===== src/rtl/sumador_segmentado.sv =====
// Pipelined carry-segmented adder/subtractor: one SEG_WIDTH slice per stage,
// carry registered between stages, valid/ready with a single global advance.

module sumador_seg_add #(
    parameter int SW = 16
) (
    input  logic [SW-1:0] a,
    input  logic [SW-1:0] b,
    input  logic          ci,
    output logic [SW-1:0] s,
    output logic          co
);
    logic [SW:0] t;

    assign t  = {1'b0, a} + {1'b0, b} + {{SW{1'b0}}, ci};
    assign s  = t[SW-1:0];
    assign co = t[SW];
endmodule

module sumador_segmentado #(
    parameter int WIDTH     = 64,
    parameter int SEG_WIDTH = 16
) (
    input  logic             clk,
    input  logic             rst,
    input  logic             in_valid,
    output logic             in_ready,
    input  logic [WIDTH-1:0] a,
    input  logic [WIDTH-1:0] b,
    input  logic             cin,
    input  logic             sub,
    output logic             out_valid,
    input  logic             out_ready,
    output logic [WIDTH-1:0] sum,
    output logic             cout,
    output logic             ovf
);
    localparam int SW   = SEG_WIDTH;
    localparam int NSEG = WIDTH / SEG_WIDTH;
    // Skew/deskew storage is triangular; each stage owns a slice of these buses.
    localparam int OTOT = (NSEG - 1) * WIDTH - SW * (NSEG - 1) * NSEG / 2;
    localparam int OTW  = (OTOT > 0) ? OTOT : 1;
    localparam int STOT = SW * NSEG * (NSEG + 1) / 2;

    if (SEG_WIDTH < 1 || (WIDTH % SEG_WIDTH) != 0) begin : g_bad_cfg
        $error("sumador_segmentado: WIDTH must be a multiple of SEG_WIDTH");
    end

    logic             advance;
    logic             accept;
    logic [WIDTH-1:0] b_eff;
    logic             c0;
    logic [NSEG-1:0]  vld_pipe;

    wire  [OTW-1:0]   op_a;
    wire  [OTW-1:0]   op_b;
    wire  [STOT-1:0]  sum_tri;
    wire  [NSEG-1:0]  cy;

    assign advance  = ~out_valid | out_ready;
    assign in_ready = advance;
    assign accept   = in_valid & advance;
    assign b_eff    = sub ? ~b : b;
    assign c0       = sub ? ~cin : cin;

    always_ff @(posedge clk or posedge rst) begin
        if (rst) begin
            vld_pipe <= '0;
        end else if (advance) begin
            vld_pipe[0] <= accept;
            for (int k = 1; k < NSEG; k++) vld_pipe[k] <= vld_pipe[k-1];
        end
    end

    assign out_valid = vld_pipe[NSEG-1];

    if (NSEG == 1) begin : g_no_skew
        assign op_a = '0;
        assign op_b = '0;
    end

    for (genvar k = 0; k < NSEG; k++) begin : g_stg
        localparam int INW  = WIDTH - k * SW;   // operand bits not yet added
        localparam int SUMW = (k + 1) * SW;     // result bits finished after this stage
        localparam int SOFF = SW * k * (k + 1) / 2;

        logic [INW-1:0]  a_in;
        logic [INW-1:0]  b_in;
        logic            ci;
        logic [SW-1:0]   s_seg;
        logic            co;
        logic [SUMW-1:0] s_d;
        logic [SUMW-1:0] s_q;
        logic            c_q;

        if (k == 0) begin : g_in
            assign a_in = a;
            assign b_in = b_eff;
            assign ci   = c0;
            assign s_d  = s_seg;
        end else begin : g_in
            localparam int IOFF = (k - 1) * WIDTH - SW * (k - 1) * k / 2;
            assign a_in = op_a[IOFF +: INW];
            assign b_in = op_b[IOFF +: INW];
            assign ci   = cy[k-1];
            assign s_d  = {s_seg, sum_tri[SOFF - k * SW +: k * SW]};
        end

        sumador_seg_add #(.SW(SW)) u_add (
            .a  (a_in[SW-1:0]),
            .b  (b_in[SW-1:0]),
            .ci (ci),
            .s  (s_seg),
            .co (co)
        );

        always_ff @(posedge clk or posedge rst) begin
            if (rst) begin
                s_q <= '0;
                c_q <= 1'b0;
            end else if (advance) begin
                s_q <= s_d;
                c_q <= co;
            end
        end

        assign sum_tri[SOFF +: SUMW] = s_q;
        assign cy[k]                 = c_q;

        if (k < NSEG - 1) begin : g_op
            localparam int OOFF = k * WIDTH - SW * k * (k + 1) / 2;
            logic [INW-SW-1:0] a_q;
            logic [INW-SW-1:0] b_q;

            always_ff @(posedge clk or posedge rst) begin
                if (rst) begin
                    a_q <= '0;
                    b_q <= '0;
                end else if (advance) begin
                    a_q <= a_in[INW-1:SW];
                    b_q <= b_in[INW-1:SW];
                end
            end

            assign op_a[OOFF +: INW-SW] = a_q;
            assign op_b[OOFF +: INW-SW] = b_q;
        end else begin : g_last
            logic ovf_q;

            // carry into the MSB is recovered from the MSB sum bit
            always_ff @(posedge clk or posedge rst) begin
                if (rst)          ovf_q <= 1'b0;
                else if (advance) ovf_q <= co ^ (a_in[SW-1] ^ b_in[SW-1] ^ s_seg[SW-1]);
            end

            assign ovf = ovf_q;
        end
    end

    assign sum  = sum_tri[STOT-1 -: WIDTH];
    assign cout = cy[NSEG-1];
endmodule


===== config.mk =====
export PLATFORM = sky130hd
export DESIGN_NAME = sumador_segmentado
export DESIGN_NICKNAME = d
export VERILOG_FILES = /design/src/rtl/sumador_segmentado.sv
export SDC_FILE = /design/constraint.sdc
export NUM_CORES = 1
export LEC_CHECK = 0
export BUFFER_PORTS_ARGS = -buffer_cell sky130_fd_sc_hd__buf_2
export CAP_MARGIN = 20
export CORE_MARGIN = 4
export CORE_UTILIZATION = 45
export DETAILED_ROUTE_END_ITERATION = 16
export GPL_ROUTABILITY_DRIVEN = 0
export SETUP_SLACK_MARGIN = 0.4
export SLEW_MARGIN = 20
export SYNTH_ARGS = -nofsm -noshare
export SYNTH_HDL_FRONTEND = slang
export SYNTH_SLANG_ARGS = --single-unit

===== constraint.sdc =====
create_clock -name clk -period 13.05 [get_ports clk]
set_input_delay 0.6525 -clock clk [delete_from_list [all_inputs] [get_ports clk]]
set_output_delay 0.6525 -clock clk [all_outputs]
set_load 0.01 [all_outputs]

# Yosys cells after proc, flatten, opt, wreduce, memory -nomap -nowiden
# Cells that the tools add are included.
# totals
out_inout_bits	68
register_bits	361
elab_cells	34
inputBits	134
# op_classes
n_bitwise	8
n_mux	2
add_sub_neg	8
# ops
operator	n
$add A16 B16 Y17	4
$add A17 B1 Y17	4
$mux W64	1
$not A64 Y64	1
$xor A1 B1 Y1	3
$not A1 Y1	2
$and A1 B1 Y1	1
$mux W1	1
$or A1 B1 Y1	1

# Depth between registers and ports, before layout
# Gate-level depths: netlist of the first run.
# logic_depth
word_depth	4
mapped_depth	13
depth_no_buf	11

# Cells and area by module
# A second synthesis of the first run with hierarchy kept.
# hier_totals
cells_unflattened	1268
area_unflattened_um2	17117.7
# by_module_without_submodules
mod	seq_area_each_um2	n_inst	cells_each	area_each_um2
sumador_segmentado	9033.7	1	894	14133.6
sumador_seg_add (g_stg[1].u_add ...)	0.0	2	89	733.2
sumador_seg_add (g_stg[3].u_add)	0.0	1	102	770.7
sumador_seg_add (g_stg[0].u_add)	0.0	1	94	747.0

# Least setup slack after synthesis of the first run
# No wires, ideal clock.
# synth_path
path_kind	input port to flip-flop
startpoint	input sub
endpoint	register g_stg[0].s_q[14]
t_arrival_ps	3019
stages	13
n_path_buf	2
path_slack_ps	9905
t_required_ps	12924
setup_time_ps	126
cell_sequence	buf_2 -> buf_2 -> xor2_1 -> fa_1 -> inv_1 -> fa_1 -> nor2b_1 -> o21a_1 -> o21ai_0 -> a21oi_1 -> a311oi_1 -> mux2i_1 -> nand2_1
# synth_via
elab_chain_cells	3
elab_cells_between_ends	4
cone_classes	2 x add/sub; 2 x mux
# synth_rtl
element	line	text
from (decl)	31	input logic sub,
$mux W64	63	assign b_eff = sub ? ~b : b;
$add A16 B16 Y17	15	assign t = {1'b0, a} + {1'b0, b} + {{SW{1'b0}}, ci};
$add A17 B1 Y17 *	15	
to (signal assigned)	119	s_q <= '0;
to (signal assigned)	122	s_q <= s_d;
to (decl)	93	logic [SUMW-1:0] s_q;
# Mark *: on every way between the ends. The rest lies on a longest branch, timed or not.
# A chain may end at the register's enable or synchronous reset.

# Final worst setup path of the first run
# layout_path
startpoint	register vld_pipe[3]
endpoint	output in_ready
# layout_via
elab_chain_cells	2
# layout_rtl
element	line	text
from (decl)	53	logic [NSEG-1:0] vld_pipe;
from (signal assigned)	68	vld_pipe <= '0;
$not A1 Y1	60	assign advance = ~out_valid | out_ready;
$or A1 B1 Y1	60	
to (decl)	27	output logic in_ready,
# Every way passes these cells.

==> impl_metrics.ini, run 1 <==
[synth]
yosysUniqueCellTypes = 50
synthesis.area_um2 = 16700
synth_ff_type = dfrtp_1
synth.yosys.seq_area_share = 0.542
synth_edf_count = 0
yosysTopAreaCell = dfrtp_1
synth_area_leaders = dfrtp_1 (54%), nand2_1 (19%), ha_1 (4.5%)
synth_most_common_cell = nand2_1
synth_warnings = 0
syn_avg_cell_area_um2 = 8.86
synthArstFlopShare = 1.00
synth_seq_cells = 361
ys_top_cells_by_count = nand2_1 (850), dfrtp_1 (361), o21ai_0 (103), clkbuf_1 (79), a21oi_1 (69)
synth_top_area_frac = 0.542
syn_inst = 1882
synth_fp_nets = 2084

[timing]
skew_ns = 0.0105
fmax_mhz = 262
period_minus_slack_ns = 3.82
relSlewSlack = 0.350
rsz0062_at_grt = false
finalHoldViolCount = 0
final_critical_path_setup_slack_ns = 9.23
tightest_slew_ns = 0.975
min_period_over_period = 0.293
slew_violations = 0
setup_violations = 0
finalSetupTns_ns = 0

[critical_path]
critPathCaptureType = primary output
criticalPathCategory = register to primary output
cp-start-kind = register
required_ns = 12.40
crit_arrival_ns = 3.16
worst-path-max-fanout = 129

[cts]
clockBufferDepth = 3
cts_tree = built
numCtsBuffers = 40
numClockSinks = 361
cts_hold_buf = 0
clkLatencyLatePin_ns = 0.52
clkSlewWorstSetupHoldPaths_ns = 0.06
h-tree-depth = 2
postCtsResizedCells = 0
postCtsSetupRepairBufs = 0
cts_root_buf = clkbuf_16

[layout]
drive_above_1_share = 0.138
final_nets = 2244
diodes = 0
syn_to_final_growth_pct = 16.4
fin_cells = 2538

[grt]
track_usage = 0.178
grt_pass1_vias = 12300
grt-ovfl-total = 0
antenna_found_initial = 0
grt_max_degree = 255
grt_pass1_wl_mm = 61.2

[route]
post_drt_wl_per_cell_um = 14.0
totalWireLength_mm = 35.7
drtIter0Drc = 537
dr.pass1.iters = 4
num_vias = 12400
remaining_drc_errors = 0
routed_via_density = 4.88
ant_nets = 0

[floorplan]
die-area_um2 = 40200
fp.dieW_um = 201
core-area_um2 = 36600
die_h_um = 201
row_count = 70
ios = 202
initial_utilization = 0.456

[power_and_ir_drop]
swShare = 0.369
p_int_uw = 3070
clkPwrFrac = 0.236
power.switching_uw = 1790
finalPower_uw = 4860
seqPwrFrac = 0.392
irDropWorstVdd_mv = 0.0861
cellLeakagePower_uw = 0.00993
comb_power_share = 0.372
powerDensity_nw_per_um2 = 250

[worst_hold_path]
hold_path.class = input port to async pin

[job]
maxCapViolations = 0

[placed_design]
dp_slack_ns = 8.70
dp_cells = 2467
port-buffer-count = 201
dp.final_hpwl_mm = 23.5

[outcome]
status = completed
-- worst max-delay path, stage by stage (launching register included) --
cell	delay [ns]
dfrtp_1	0.38
nor2b_4	0.12
buf_4	0.35
inv_8	0.58
buf_4	0.78
buf_2	0.27
-- final cells by class --
type                            count  area [um^2]
Sequential cell                   361         9030
Multi-Input combinational cell   1404         7210
Inverter                           25          109
Clock inverter                     14          178
Clock buffer                       56         1180
Fill cell                        3532        17200
Tap cell                          468          586
Timing Repair Buffer              210         1120
-- path summary, 6_finish.rpt --
path                            slack, ns         from                    end  depth (start not counted)
worst min-delay path                 0.28          rst                sum[11]                          2
worst min register to register       0.45  vld_pipe[2]            vld_pipe[3]                          1
worst max-delay path                 9.23  vld_pipe[3]               in_ready                          5
worst max register to register       9.32  vld_pipe[3]       g_stg[1].s_q[29]                          9
max in group asynchronous           11.23          rst                sum[49]                          3
min in group clk                     0.33        a[46]  g_stg[0].g_op.a_q[30]                          3
-- cells by family (layout without fill, tap and decap cells) --
family          count (synthesis)  count (layout)  synth area share
fa+ha+maj                      68              68            0.0546
compound gates                263             263            0.0946
flops                         361             361             0.542
xor+xnor                      109             109            0.0572
mux                             3               3           0.00188
buf+inv                       117             305            0.0268
simple gates                  961             961             0.223
-- state kept, by name, summed over array words and instances, names as in the netlist --
signal and flops:
sum 64, vld_pipe 4, g_stg.s_q 96, g_stg.g_op.b_q 96, g_stg.c_q 3, cout 1
g_stg.g_op.a_q 96, ovf 1
-- placed cells by master (no fill, tap or decap), drive strengths merged, types with 3 or more instances in the layout --
master	Yosys	routed
a211o	3	3
a211oi	11	11
a21o	18	18
a21oi	69	69
a31o	4	4
a31oi	5	5
a41oi	3	3
and3	9	9
buf	13	210
bufinv	0	4
clkbuf	79	56
clkinv	0	7
clkinvlp	0	3
dfrtp	361	361
fa	8	8
ha	60	60
inv	25	25
nand2	850	850
nand2b	6	6
nand3	11	11
nand4	3	3
nor2	55	55
nor2b	5	5
nor3	13	13
o211ai	9	9
o21a	11	11
o21ai	105	105
o21bai	5	5
o22ai	3	3
o31ai	7	7
or4	3	3
xnor2	68	68
xor2	41	41
-- power by group through the flow --
stage	Combinational [uW]	Sequential (uW)	Clock (uW)
after detailed placement	1820	1930	0
after global placement	1780	1920	0
after global routing	2100	1980	1230
final	1810	1910	1150
after CTS	1820	1910	1180
after floorplan	1340	1900	0
-- routing by layer --
| metal | vias up | part of all wire | GRT usage |
|---|---|---|---|
| li1 | 6400 | - | - |
| met1 | 5717 | 0.49 | 0.261 |
| met2 | 222 | 0.45 | 0.277 |
| met3 | 50 | 0.039 | 0.0304 |
| met4 | 0 | 0.022 | 0.0465 |
| met5 | - | 0 | 0 |
-- per-stage QoR --
stage	hold slack, ns	instance area (um^2)	util
floorplan	0.430	16700	-
global placement	0.444	18000	0.492
detailed placement	0.448	18000	0.492
CTS	0.297	19400	0.530
global route	0.306	19400	0.530
finish	0.283	19400	0.530
Power figures use the tool's default switching activity.
==> inputs of run 2 (changes only) <==
clock period = 3.94 ns   (was 13.05 ns; I/O delays follow)
==> impl_metrics.ini, run 2 (synthesis results as in run 1) <==
[layout]
final_core_util = 0.561
final_nets = 2350
final_common_cell = nand2_1
final_cell_mix = nand2_1 (850), dfrtp_1 (361), buf_2 (200)
multi_input_area_um2 = 7210
drive_above_1_share = 0.135
reg_top3 = g_stg.g_op.a_q: 96 flops, g_stg.g_op.b_q: 96 flops, g_stg.s_q: 96 flops
nFillCells = 3371
syn_to_final_growth_pct = 23.2
postLayoutCellArea_um2 = 20500
regArea_um2 = 9030
fin_cells = 2649

[critical_path]
worst-path-max-fanout = 3
cp_cell_sequence = fa_1 -> fa_1 -> a211oi_1 -> o21bai_1 -> a21oi_1 -> a31o_2 -> o21ai_1 -> a2111oi_0 -> nor3_1
crit_arrival_ns = 3.36
criticalPathCategory = register to register
required_ns = 4.35
worstRegToRegCells = 9
critPathCaptureType = register
worst-path-buf-inv = 0
path_depth = 9
cp-start-kind = register
critPathTopFamily = compound AO/OA/AOI/OAI gates
critPathSlowestCell = fa_1
worst_path_most_repeated_cell = fa_1
crit_path_max_incr_delay_ns = 0.48

[route]
drtIter0Drc = 577
dr.pass1.iters = 7
totalWireLength_mm = 36.7
routed_via_density = 4.84
post_drt_wl_per_cell_um = 13.8
num_vias = 12800
remaining_drc_errors = 0
ant_nets = 0

[outcome]
status = completed

[floorplan]
die-area_um2 = 40200
core-area_um2 = 36600
fp.dieW_um = 201
initial_utilization = 0.456
die_h_um = 201
ios = 202
row_count = 70

[cts]
clockBufferDepth = 3
clkSlewWorstSetupHoldPaths_ns = 0.06
numCtsBuffers = 41
h-tree-depth = 2
clkLatencyLatePin_ns = 0.55
cts_root_buf = clkbuf_16
numClockSinks = 361
cts_tree = built

[timing]
period_minus_slack_ns = 2.95
rsz0062_at_grt = false
finalSetupTns_ns = 0
min_period_over_period = 0.749
final_critical_path_setup_slack_ns = 0.991
finalHoldViolCount = 0
tightest_slew_ns = 0.755
slew_violations = 0
setup_violations = 0
skew_ns = 0.0139
fmax_mhz = 339
relSlewSlack = 0.497

[grt]
track_usage = 0.185
grt_pass1_wl_mm = 63.2
antenna_found_initial = 1
grt-ovfl-total = 0
grt_max_degree = 155
grt_pass1_vias = 12700

[placed_design]
dp.final_hpwl_mm = 23.8
dp_slack_ns = 0.989
port-buffer-count = 201
dp_cells = 2475
placed_area_um2 = 18100

[power_and_ir_drop]
irDropWorstVdd_mv = 0.342
powerDensity_nw_per_um2 = 796
cellLeakagePower_uw = 0.0104

[job]
maxCapViolations = 0

[worst_hold_path]
hold_path.class = input port to register
hold_depth = 4
[run 2: power by group]
group	total (uW)	switching, uW	internal, uW
clock	3970	1510	2450
sequential	6300	917	5380
combinational	6090	3590	2500
[run 2: cell type report]
cell class                      instances  area share
Sequential cell                       361       0.440
Multi-Input combinational cell       1404       0.351
Timing Repair Buffer                  315       0.107
Clock buffer                           55      0.0560
Tap cell                              468      0.0285
Clock inverter                         20      0.0130
Inverter                               25     0.00511
Antenna cell                            1    0.000122
[run 2: final timing paths]
kind	to	slack, ns	from
setup / recovery	g_stg[1].c_q	0.99	g_stg[0].c_q
hold / removal	g_stg[0].s_q[0]	0.08	a[0]
setup reg to reg	g_stg[1].c_q	0.99	g_stg[0].c_q
hold reg to reg	sum[27]	0.46	sum[27]
max in group asynchronous	g_stg[0].g_op.a_q[26]	2.55	rst
min in group asynchronous	sum[13]	0.30	rst
[run 2: worst reg2reg max path, stage by stage, from the launching register on]
cell and delay [ns]:
dfrtp_1 0.40, fa_1 0.49, fa_1 0.45, a211oi_1 0.27, o21bai_1 0.13, a21oi_1 0.20, a31o_2 0.20, o21ai_1 0.10
a2111oi_0 0.46, nor3_1 0.11
[run 2: stage by stage]
| stage | hold slack (ns) | total power (uW) |
|---|---|---|
| CTS | 0.0347 | 16600 |
| detailed placement | 0.333 | 12400 |
| finish | 0.0792 | 16300 |
| global route | 0.0738 | 17800 |
| floorplan | 0.309 | 10700 |
| global placement | 0.320 | 12200 |
[run 2: routing by layer]
layer	wire (um)	vias to the layer above	GRT usage	part of all wire
met3	1310	58	0.0342	0.036
met1	17500	5924	0.260	0.48
met4	1020	0	0.0573	0.028
li1	-	6625	-	-
met5	0	-	0	0
met2	16900	214	0.293	0.46
[run 2: repair_timing]
| item | 4_1_cts | 5_1_grt |
|---|---|---|
| resized for setup | 0 | 0 |
| endpoints found under the hold margin | 120 | 0 |
| setup buffers | 0 | 0 |
| hold buffers | 98 | 0 |
==> inputs of run 3 (changes only) <==
clock period = 3 ns   (was 3.94 ns; I/O delays follow)
==> impl_metrics.ini, run 3 (synthesis results as in run 1) <==
[power_and_ir_drop]
cellLeakagePower_uw = 0.0104
powerDensity_nw_per_um2 = 1040
irDropWorstVdd_mv = 0.393

[critical_path]
required_ns = 3.40
cp_cell_sequence = fa_2 -> fa_2 -> a211oi_2 -> o21bai_1 -> a21oi_2 -> a31o_2 -> o21ai_2 -> a2111oi_2 -> nor3_1
criticalPathCategory = register to register
critPathSlowestCell = fa_2
crit_path_max_incr_delay_ns = 0.43
crit_arrival_ns = 3.02
cp-start-kind = register
worst_path_most_repeated_cell = fa_2
critPathTopFamily = compound AO/OA/AOI/OAI gates
worst-path-max-fanout = 3
critPathCaptureType = register
worst-path-buf-inv = 0

[timing]
finalSetupTns_ns = 0
setup_violations = 0
min_period_over_period = 0.871
skew_ns = 0.00890
rsz0062_at_grt = true
tightest_slew_ns = 0.747
relSlewSlack = 0.502
slew_violations = 0
finalHoldViolCount = 0
period_minus_slack_ns = 2.61
fmax_mhz = 383
final_critical_path_setup_slack_ns = 0.386

[floorplan]
fp.dieW_um = 201
die_h_um = 201
die-area_um2 = 40200
core-area_um2 = 36600
initial_utilization = 0.456
ios = 202
row_count = 70

[outcome]
status = completed

[layout]
nFillCells = 3365
drive_above_1_share = 0.145
final_core_util = 0.563
syn_to_final_growth_pct = 23.6
reg_top3 = g_stg.g_op.a_q: 96 flops, g_stg.g_op.b_q: 96 flops, g_stg.s_q: 96 flops
final_cell_mix = nand2_1 (850), dfrtp_1 (361), buf_2 (200)
final_common_cell = nand2_1
final_nets = 2364

[grt]
antenna_found_initial = 1
grt_pass1_vias = 12900
track_usage = 0.184
grt-ovfl-total = 0
grt_pass1_wl_mm = 63.7
grt_max_degree = 132

[route]
remaining_drc_errors = 0
ant_nets = 0
routed_via_density = 4.84
totalWireLength_mm = 36.7
num_vias = 12900
drtIter0Drc = 659
post_drt_wl_per_cell_um = 13.8
dr.pass1.iters = 5

[cts]
cts_tree = built
clkSlewWorstSetupHoldPaths_ns = 0.06
numCtsBuffers = 40
h-tree-depth = 2
clockBufferDepth = 3
cts_root_buf = clkbuf_16
clkLatencyLatePin_ns = 0.52
numClockSinks = 361

[worst_hold_path]
hold_path.class = input port to register

[placed_design]
port-buffer-count = 201
dp_slack_ns = 0.208
dp.final_hpwl_mm = 24.1

[job]
maxCapViolations = 0
run 3: cell types whose count changed in the layout (fill, tap and decap cells not counted), sizes merged:
cell / previous run / this run
buf: 217 / 232
bufinv: 6 / 2
clkbuf: 55 / 58
inv: 26 / 24
clkinv: 10 / 7
run 3: per-layer routing:
layer  part of all wire  wire [um]  GRT usage
met5                  0          0          0
met4              0.022        815     0.0487
met3              0.035       1290     0.0281
met2               0.47      17200      0.300
met1               0.48      17500      0.261
run 3: power by group:
| group | internal, uW | switching (uW) | total, uW |
|---|---|---|---|
| combinational | 3480 | 4800 | 8280 |
| sequential | 7070 | 1250 | 8320 |
| clock | 2870 | 1880 | 4750 |
| total | 13400 | 7930 | 21300 |
run 3: final cells by class:
class	instances	area (um^2)	share of cell area
antenna	1	2.50	0.000121
clock buffer	58	1170	0.0567
clock inverter	11	114	0.00552
inverter	25	105	0.00510
multi-input combinational	1404	7280	0.353
sequential	361	9030	0.438
tap	468	586	0.0284
timing repair buffer	330	2320	0.113
run 3: per-stage QoR:
stage	cell area [um^2]	cells	hold slack, ns	power [uW]
floorplan	16700	1882	0.262	14100
global placement	18200	2482	0.212	16100
detailed placement	18200	2482	0.219	16400
CTS	20500	2649	0.0220	21400
global route	20600	2658	0.0532	23300
finish	20600	2658	0.0442	21300
run 3: timing repair:
action | CTS | global route
gates resized for setup | 8 | 10
pin swaps | 1 | 25
setup endpoints to repair | 9 | 12
endpoints found under the hold margin | 109 | 0
hold buffers | 98 | 0
buffers inserted | 0 | 8
run 3: path summary, 6_finish.rpt:
check / start / to / slack (ns) / cells after the start
max: g_stg[0].g_op.b_q[0] / g_stg[1].c_q / 0.39 / 9
min reg2reg: sum[31] / sum[31] / 0.46 / 2
max reg2reg: g_stg[0].g_op.b_q[0] / g_stg[1].c_q / 0.39 / 9
min: a[0] / g_stg[0].s_q[0] / 0.04 / 4
max in group asynchronous: rst / g_stg[1].g_op.a_q[19] / 1.86 / 4
min in group asynchronous: rst / g_stg[1].s_q[9] / 0.21 / 3
run 3: tightest hold or removal path, stage by stage:
cell	delay, ns
buf_2	0.10
fa_1	0.16
nand2_1	0.05
nand2_1	0.06
